### src/rtl/shift_normalizer.sv
// Iterative left-shift normalizer: shifts an operand one bit per cycle until it is
// normalized (unsigned or two's complement) and reports the data and shift count.
module shift_normalizer #(
   parameter int DATA_WIDTH = 8,
   parameter int CNT_WIDTH  = 3
) (
   input  logic                  clk,
   input  logic                  rst,
   input  logic                  in_valid,
   output logic                  in_ready,
   input  logic [DATA_WIDTH-1:0] in_data,
   input  logic                  in_signed,
   output logic                  out_valid,
   input  logic                  out_ready,
   output logic [DATA_WIDTH-1:0] out_data,
   output logic [CNT_WIDTH-1:0]  out_shift,
   output logic                  out_zero,
   output logic                  out_sat
);

   localparam int MAX_CNT   = (1 << CNT_WIDTH) - 1;
   localparam int MAX_SHIFT = (MAX_CNT < DATA_WIDTH - 1) ? MAX_CNT : DATA_WIDTH - 1;
   localparam logic [CNT_WIDTH-1:0] MAX_SHIFT_C = CNT_WIDTH'(MAX_SHIFT);
   localparam logic [CNT_WIDTH-1:0] CNT_ONE     = CNT_WIDTH'(1);

   typedef enum logic [1:0] {
      S_IDLE  = 2'd0,
      S_SHIFT = 2'd1,
      S_DONE  = 2'd2
   } state_t;

   state_t                state_q;
   logic [DATA_WIDTH-1:0] work_q;
   logic                  signed_q;
   logic [CNT_WIDTH-1:0]  count_q;
   logic                  out_valid_q;
   logic [DATA_WIDTH-1:0] out_data_q;
   logic [CNT_WIDTH-1:0]  out_shift_q;
   logic                  out_zero_q;
   logic                  out_sat_q;

   logic                  work_zero;
   logic                  work_norm;
   logic                  at_max;
   logic [DATA_WIDTH-1:0] work_d;

   // Signed operands are normalized once the top two bits differ (no redundant sign copy).
   always_comb begin
      work_zero = (work_q == {DATA_WIDTH{1'b0}});
      if (signed_q) begin
         work_norm = work_q[DATA_WIDTH-1] ^ work_q[DATA_WIDTH-2];
      end else begin
         work_norm = work_q[DATA_WIDTH-1];
      end
      at_max = (count_q == MAX_SHIFT_C);
      work_d = {work_q[DATA_WIDTH-2:0], 1'b0};
   end

   assign in_ready  = (state_q == S_IDLE) && !rst;
   assign out_valid = out_valid_q;
   assign out_data  = out_data_q;
   assign out_shift = out_shift_q;
   assign out_zero  = out_zero_q;
   assign out_sat   = out_sat_q;

   always_ff @(posedge clk) begin
      if (rst) begin
         state_q     <= S_IDLE;
         work_q      <= {DATA_WIDTH{1'b0}};
         signed_q    <= 1'b0;
         count_q     <= {CNT_WIDTH{1'b0}};
         out_valid_q <= 1'b0;
         out_data_q  <= {DATA_WIDTH{1'b0}};
         out_shift_q <= {CNT_WIDTH{1'b0}};
         out_zero_q  <= 1'b0;
         out_sat_q   <= 1'b0;
      end else begin
         case (state_q)
            S_IDLE: begin
               if (in_valid) begin
                  work_q   <= in_data;
                  signed_q <= in_signed;
                  count_q  <= {CNT_WIDTH{1'b0}};
                  state_q  <= S_SHIFT;
               end else begin
                  state_q <= S_IDLE;
               end
            end
            S_SHIFT: begin
               // Zero outranks normalization, which outranks saturation.
               if (work_zero) begin
                  out_data_q  <= {DATA_WIDTH{1'b0}};
                  out_shift_q <= {CNT_WIDTH{1'b0}};
                  out_zero_q  <= 1'b1;
                  out_sat_q   <= 1'b0;
                  out_valid_q <= 1'b1;
                  state_q     <= S_DONE;
               end else if (work_norm) begin
                  out_data_q  <= work_q;
                  out_shift_q <= count_q;
                  out_zero_q  <= 1'b0;
                  out_sat_q   <= 1'b0;
                  out_valid_q <= 1'b1;
                  state_q     <= S_DONE;
               end else if (at_max) begin
                  out_data_q  <= work_q;
                  out_shift_q <= count_q;
                  out_zero_q  <= 1'b0;
                  out_sat_q   <= 1'b1;
                  out_valid_q <= 1'b1;
                  state_q     <= S_DONE;
               end else begin
                  work_q  <= work_d;
                  count_q <= count_q + CNT_ONE;
                  state_q <= S_SHIFT;
               end
            end
            S_DONE: begin
               if (out_ready) begin
                  out_valid_q <= 1'b0;
                  state_q     <= S_IDLE;
               end else begin
                  state_q <= S_DONE;
               end
            end
            default: begin
               out_valid_q <= 1'b0;
               state_q     <= S_IDLE;
            end
         endcase
      end
   end

endmodule

### config.mk
export PLATFORM = sky130hd
export DESIGN_NAME = shift_normalizer
export DESIGN_NICKNAME = d
export VERILOG_FILES = /design/src/rtl/shift_normalizer.sv
export SDC_FILE = /design/constraint.sdc
export NUM_CORES = 1
export LEC_CHECK = 0
export ABC_AREA = 1
export BUFFER_PORTS_ARGS = -buffer_cell sky130_fd_sc_hd__buf_2
export CORE_MARGIN = 2
export CORE_UTILIZATION = 45
export DETAILED_ROUTE_END_ITERATION = 8
export GPL_TIMING_DRIVEN = 0
export PLACE_DENSITY = 0.68
export SLEW_MARGIN = 0
export SYNTH_ARGS = -nofsm -noshare
export SYNTH_HDL_FRONTEND = slang
export SYNTH_SLANG_ARGS = --single-unit
### constraint.sdc
create_clock -name clk -period 2.9 [get_ports clk]
set_input_delay 0.29 -clock clk [delete_from_list [all_inputs] [get_ports clk]]
set_output_delay 0.29 -clock clk [all_outputs]
set_load 0.02 [all_outputs]
# --- Yosys cells after proc, flatten, opt, wreduce, memory -nomap -nowiden ---
# Index checks and enable logic that the tools add are counted.
totals:
  output_inout_bits: 15
  regBits: 28
  in_bits: 13
  elab_cells: 64
classes:
  reduce_logical: 10
  muxes: 33
  n_addsub: 1
  eq_ne: 9
  n_bitwise: 2
op_table:
  columns: ["operator", "count"]
  rows:
  - ["2-to-1 mux 8 bit", 7]
  - ["2-to-1 mux 3 bit", 7]
  - ["one-hot mux 8 bit (2 select lines)", 1]
  - ["2-to-1 mux 1 bit", 11]
  - ["!= test 2 bit, second input constant", 5]
  - ["logical NOT 8 bit", 1]
  - ["2-to-1 mux 2 bit", 4]
  - ["one-hot mux 2 bit (3 select lines)", 1]
  - ["one-hot mux 3 bit (2 select lines)", 1]
  - ["AND reduction 5 bit", 1]
  - ["!= test 4 bit, second input constant", 1]
  - ["AND reduction 2 bit", 2]
  - ["adder 3 x 1 -> 3 bit, second input constant", 1]
  - ["== test 3 bit, second input constant", 1]
  - ["one-hot mux 1 bit (3 select lines)", 1]
  - ["AND reduction 3 bit", 1]
  - ["nonzero test 3 bit", 1]
  - ["== test 2 x 1 -> 1 bit, second input constant", 1]
  - ["== test 2 bit, second input constant", 1]
  - ["logical NOT 2 bit", 1]
  - ["nonzero test 2 bit", 1]
  - ["logical AND 1 bit", 1]
  - ["logical NOT 1 bit", 1]
  - ["NOT 1 bit", 1]
  - ["bitwise XOR 1 bit", 1]

# --- Logic depth before layout (Yosys ltp) ---
logic_depth:
  ltp_word: 5
  ltp_mapped: 10

# --- Worst setup path after synthesis ---
# No wires, ideal clock.
synth_path:
  kind: "reg2reg"
  start: "register count_q[0]"
  end: "register out_data_q[3], in the netlist out_data[3]"
  t_arrival_ns: 1.396
  required_time_ns: 2.830
  path_buffers: 1
  path_stages_with_launch: 9
  path_slack_ns: 1.433
  cell_sequence: "dfxtp_1 ha_1 ha_1 nor2_1 nand2_2 nand2_2 buf_4 nand2_1 a21oi_1"
synth_between:
  elab_chain_cells: 3
synth_rtl:
  columns: ["element", "line_no", "rtl"]
  rows:
  - ["start: declaration", "35", "logic [CNT_WIDTH-1:0] count_q;"]
  - ["start signal: assignment", "71", "count_q <= {CNT_WIDTH{1'b0}};"]
  - ["start signal: assignment", "83", "count_q <= {CNT_WIDTH{1'b0}};"]
  - ["start signal: assignment", "114", "count_q <= count_q + CNT_ONE;"]
  - ["== test 3 bit", "55", "at_max = (count_q == MAX_SHIFT_C);"]
  - ["nonzero test 3 bit (no line)", null, null]
  - ["AND reduction 2 bit (no line)", null, null]
  - ["end signal: assignment", "73", "out_data_q <= {DATA_WIDTH{1'b0}};"]
  - ["end signal: assignment", "92", "out_data_q <= {DATA_WIDTH{1'b0}};"]
  - ["end signal: assignment", "99", "out_data_q <= work_q;"]
  - ["end: declaration", "37", "logic [DATA_WIDTH-1:0] out_data_q;"]
# Every way passes these cells.
# A chain may end at the register's enable or synchronous reset.

# --- Worst setup path after layout ---
layout_path:
  start: "register work_q[6]"
  end: "register out_data_q[6], in the netlist out_data[6]"
layout_between:
  elab_chain_cells: 4
  elab_cells_between_ends: 8
layout_rtl:
  columns: ["element", "line_no", "rtl"]
  rows:
  - ["start: declaration", "33", "logic [DATA_WIDTH-1:0] work_q;"]
  - ["start signal: assignment", "69", "work_q <= {DATA_WIDTH{1'b0}};"]
  - ["start signal: assignment", "81", "work_q <= in_data;"]
  - ["start signal: assignment", "113", "work_q <= work_d;"]
  - ["bitwise XOR 1 bit", "51", "work_norm = work_q[DATA_WIDTH-1] ^ work_q[DATA_WIDTH-2];"]
  - ["2-to-1 mux 1 bit", "50", "if (signed_q) begin"]
  - ["nonzero test 3 bit (no line) / 2-to-1 mux 8 bit (equally long branches)", null, null]
  - ["AND reduction 2 bit (no line) / 2-to-1 mux 8 bit (equally long branches)", null, null]
# Several ways; a longest one is shown, not always the timed one. The select of a mux whose other input is x is not followed.

==> flow_summary.ini <==
[global_routing]
maximum_number_of_pins_on_one_net_before_global_route_repair = 17
grt_first_pass_wirelength_um = 5000
antenna_found_initial = 0
globalRouteOverflowTotal = 0
grt_pass1_vias = 1153
grtUsageTotal_pct = 19.0

[clocking]
cts-root-buf = clkbuf_4
hold_buffers_post_cts = 0
clock_insertion_delay_worst_skew_ps = 340
clockBufferDepth = 2
cts_resized = 0
cts_made_buffers = 3
htreeDepth = 1
tritoncts = done
cts_sinks = 28
post-cts-setup-buffer-count = 0
clk_pin_slew_ps = 160

[finish]
post_route_cells_drive_above_1_share_pct = 18.6
top_library_cells_by_usage_in_the_layout_fill_and_taps_aside = nand2_1, dfxtp_1, nor2_1, buf_2, inv_1
insertedDiodeCount = 0
commonest_non_fill_non_tap_cell_in_the_layout = nand2_1
finalNonFillerCells = 257
final_area_um2 = 1560
net_total_in_the_final_layout = 243
fillers = 298
area_growth_pct = 16.6

[power]
static-leakage-power_uw = 0.000778
power_uw = 1100
power_density_nw_per_um2 = 705
power.ir.vdd_worst_v = 0.000455

[setup_path]
rr_endpoint = out_data[6]$_SDFFE_PP0P_
critical_path_class = flip-flop to flip-flop
timing.critical_path.from_type = flip-flop
crit_path_end_kind = flip-flop
reg2reg_from = work_q[6]$_SDFFE_PP0P_
setup.reg_to_reg.worst_slack_ps = 1160
worst_ep_required_time_ps = 3180
r2r.worst_path.cells = 10
timing.critical_path.from = work_q[6]$_SDFFE_PP0P_
critPathCapture = out_data[6]$_SDFFE_PP0P_
worst-path-max-fanout = 10
cp_data_arrival_time_ps = 2030

[timing]
tns_ps = 0
timing.slew.headroom_pct = 66.8
final_hold_viol_count = 0
worst_clock_skew_on_the_final_layout_ps = 3.22
grt_setup_unrepaired = no
fmax_mhz = 573
finalMaxSlewViolations = 0
finalSetupViolCount = 0
tightestPinTransition_ps = 498
finalCritPeriodShare_pct = 60.2
min_period_ps = 1740

[logic_synthesis]
synth_top_cell_area_share_pct = 41.9
seq_total_area_yosys_pct = 41.9
cell_type_with_the_highest_aggregate_area_in_the_netlist = dfxtp_1
synthTopCellsByArea = dfxtp_1, nand2_1, nor2_1
synthCells = 196
yosys_warnings = 0
synth.ff_latch_count = 28
synth_area_per_cell_um2 = 6.82
netlist-cell-type-count = 20
post_synth_instance_area_um2 = 1340
synth_nets = 212

[hold_path]
timing.hold.worst.class = primary input to flip-flop

[place]
dp_cells = 253
port-buffer-count = 26
place.gp.congestion = 0.778
post-dp-hpwl_um = 2170
place_area_um2 = 1510

[detailed_routing]
drt_wl_total_um = 2980
detail_route.drc_violations = 0
via_per_inst = 5.02
routed_via_count = 1289
ant_nets = 0
drt-wirelength-per-cell_um = 11.6
drt_iter0_markers = 33
drt_first_pass_iters = 4

[run]
maxCapViolations = 0

[floorplan]
initial_utilization_pct = 48.1
core_area_um2 = 2780
die_outline_area_um2 = 3420
die_w_um = 58.5
number_of_placed_i_o_pins = 28
dieHeight_um = 58.5
core.rowCount = 19

[run_status]
run_status = complete, no violations
## metal layers
metal / track usage [%] / wire length [µm] / up-vias
li1: - / - / 677
met1: 23.9 / 1480 / 582
met2: 32.1 / 1360 / 25
met3: 2.86 / 95 / 5
met4: 8.31 / 44 / 0
met5: 0 / 0 / -
## cell type report
type / count / area, µm² / share of cell area, %
Clock buffer: 3 / 22.5 / 1.44
Timing Repair Buffer: 26 / 130 / 8.35
Multi-Input combinational cell: 135 / 641 / 41.1
Clock inverter: 1 / 30.0 / 1.93
Tap cell: 31 / 38.8 / 2.49
Inverter: 26 / 97.6 / 6.26
Buffer: 7 / 38.8 / 2.49
Sequential cell: 28 / 561 / 36.0
## report_power, final
part | switching (µW) | internal (µW)
Combinational | 241 | 120
Clock | 126 | 140
Sequential | 39.0 | 434
## registers in the layout, summed over array words and instances, names as in the netlist
register	count
signed_q	1
state_q	2
out_shift	3
out_valid	1
work_q	8
out_data	8
count_q	3
out_zero	1
out_sat	1
## kinds of logic after synthesis
kind of cell / share of synthesized area [%]
AO/OA/AOI/OAI: 9.92
buffers and inverters: 10.2
adder cells (fa/ha/maj): 2.81
AND/OR/NAND/NOR: 35.2
flip-flops: 41.9
## worst min path at each step
stage	start	to	slack [ps]	cells past startpoint
after floorplan	signed_q$_SDFFE_PP0P_	signed_q$_SDFFE_PP0P_	440	2
after global placement	out_data[2]$_SDFFE_PP0P_	out_data[2]$_SDFFE_PP0P_	450	2
after detailed placement	out_data[2]$_SDFFE_PP0P_	out_data[2]$_SDFFE_PP0P_	450	2
after CTS	in_signed	signed_q$_SDFFE_PP0P_	230	3
after global routing	out_ready	state_q[1]$_SDFF_PP0_	250	4
final	in_signed	signed_q$_SDFFE_PP0P_	220	3
## synthesized netlist by cell type (all sizes together)
cell,instances
nand4,6
clkbuf,4
nand3,10
nor2,29
nand2,59
o21ai,8
buf,3
nor3,2
a21boi,1
ha,3
dfxtp,28
a21oi,17
inv,26
## stage by stage
| stage | hold slack [ps] | worst slack [ps] | util [%] |
|---|---|---|---|
| 2_1_floorplan | 444 | 1430 | - |
| 3_3_place_gp | 447 | 1200 | 54.2 |
| 3_5_place_dp | 449 | 1150 | 54.2 |
| 4_1_cts | 225 | 1130 | 56.1 |
| 5_1_grt | 249 | 965 | 56.1 |
| 6_report | 220 | 1160 | 56.1 |
## critical path: stages, from the launching register on
cell	delay, ps
dfxtp_1	390
inv_1	70
ha_1	280
nand2_1	60
nand2_1	70
nor2_1	120
nand2_2	140
nand2_2	170
buf_4	200
nand2_1	60
a21oi_1	120
No activity file was read; power rests on OpenSTA's default activity.
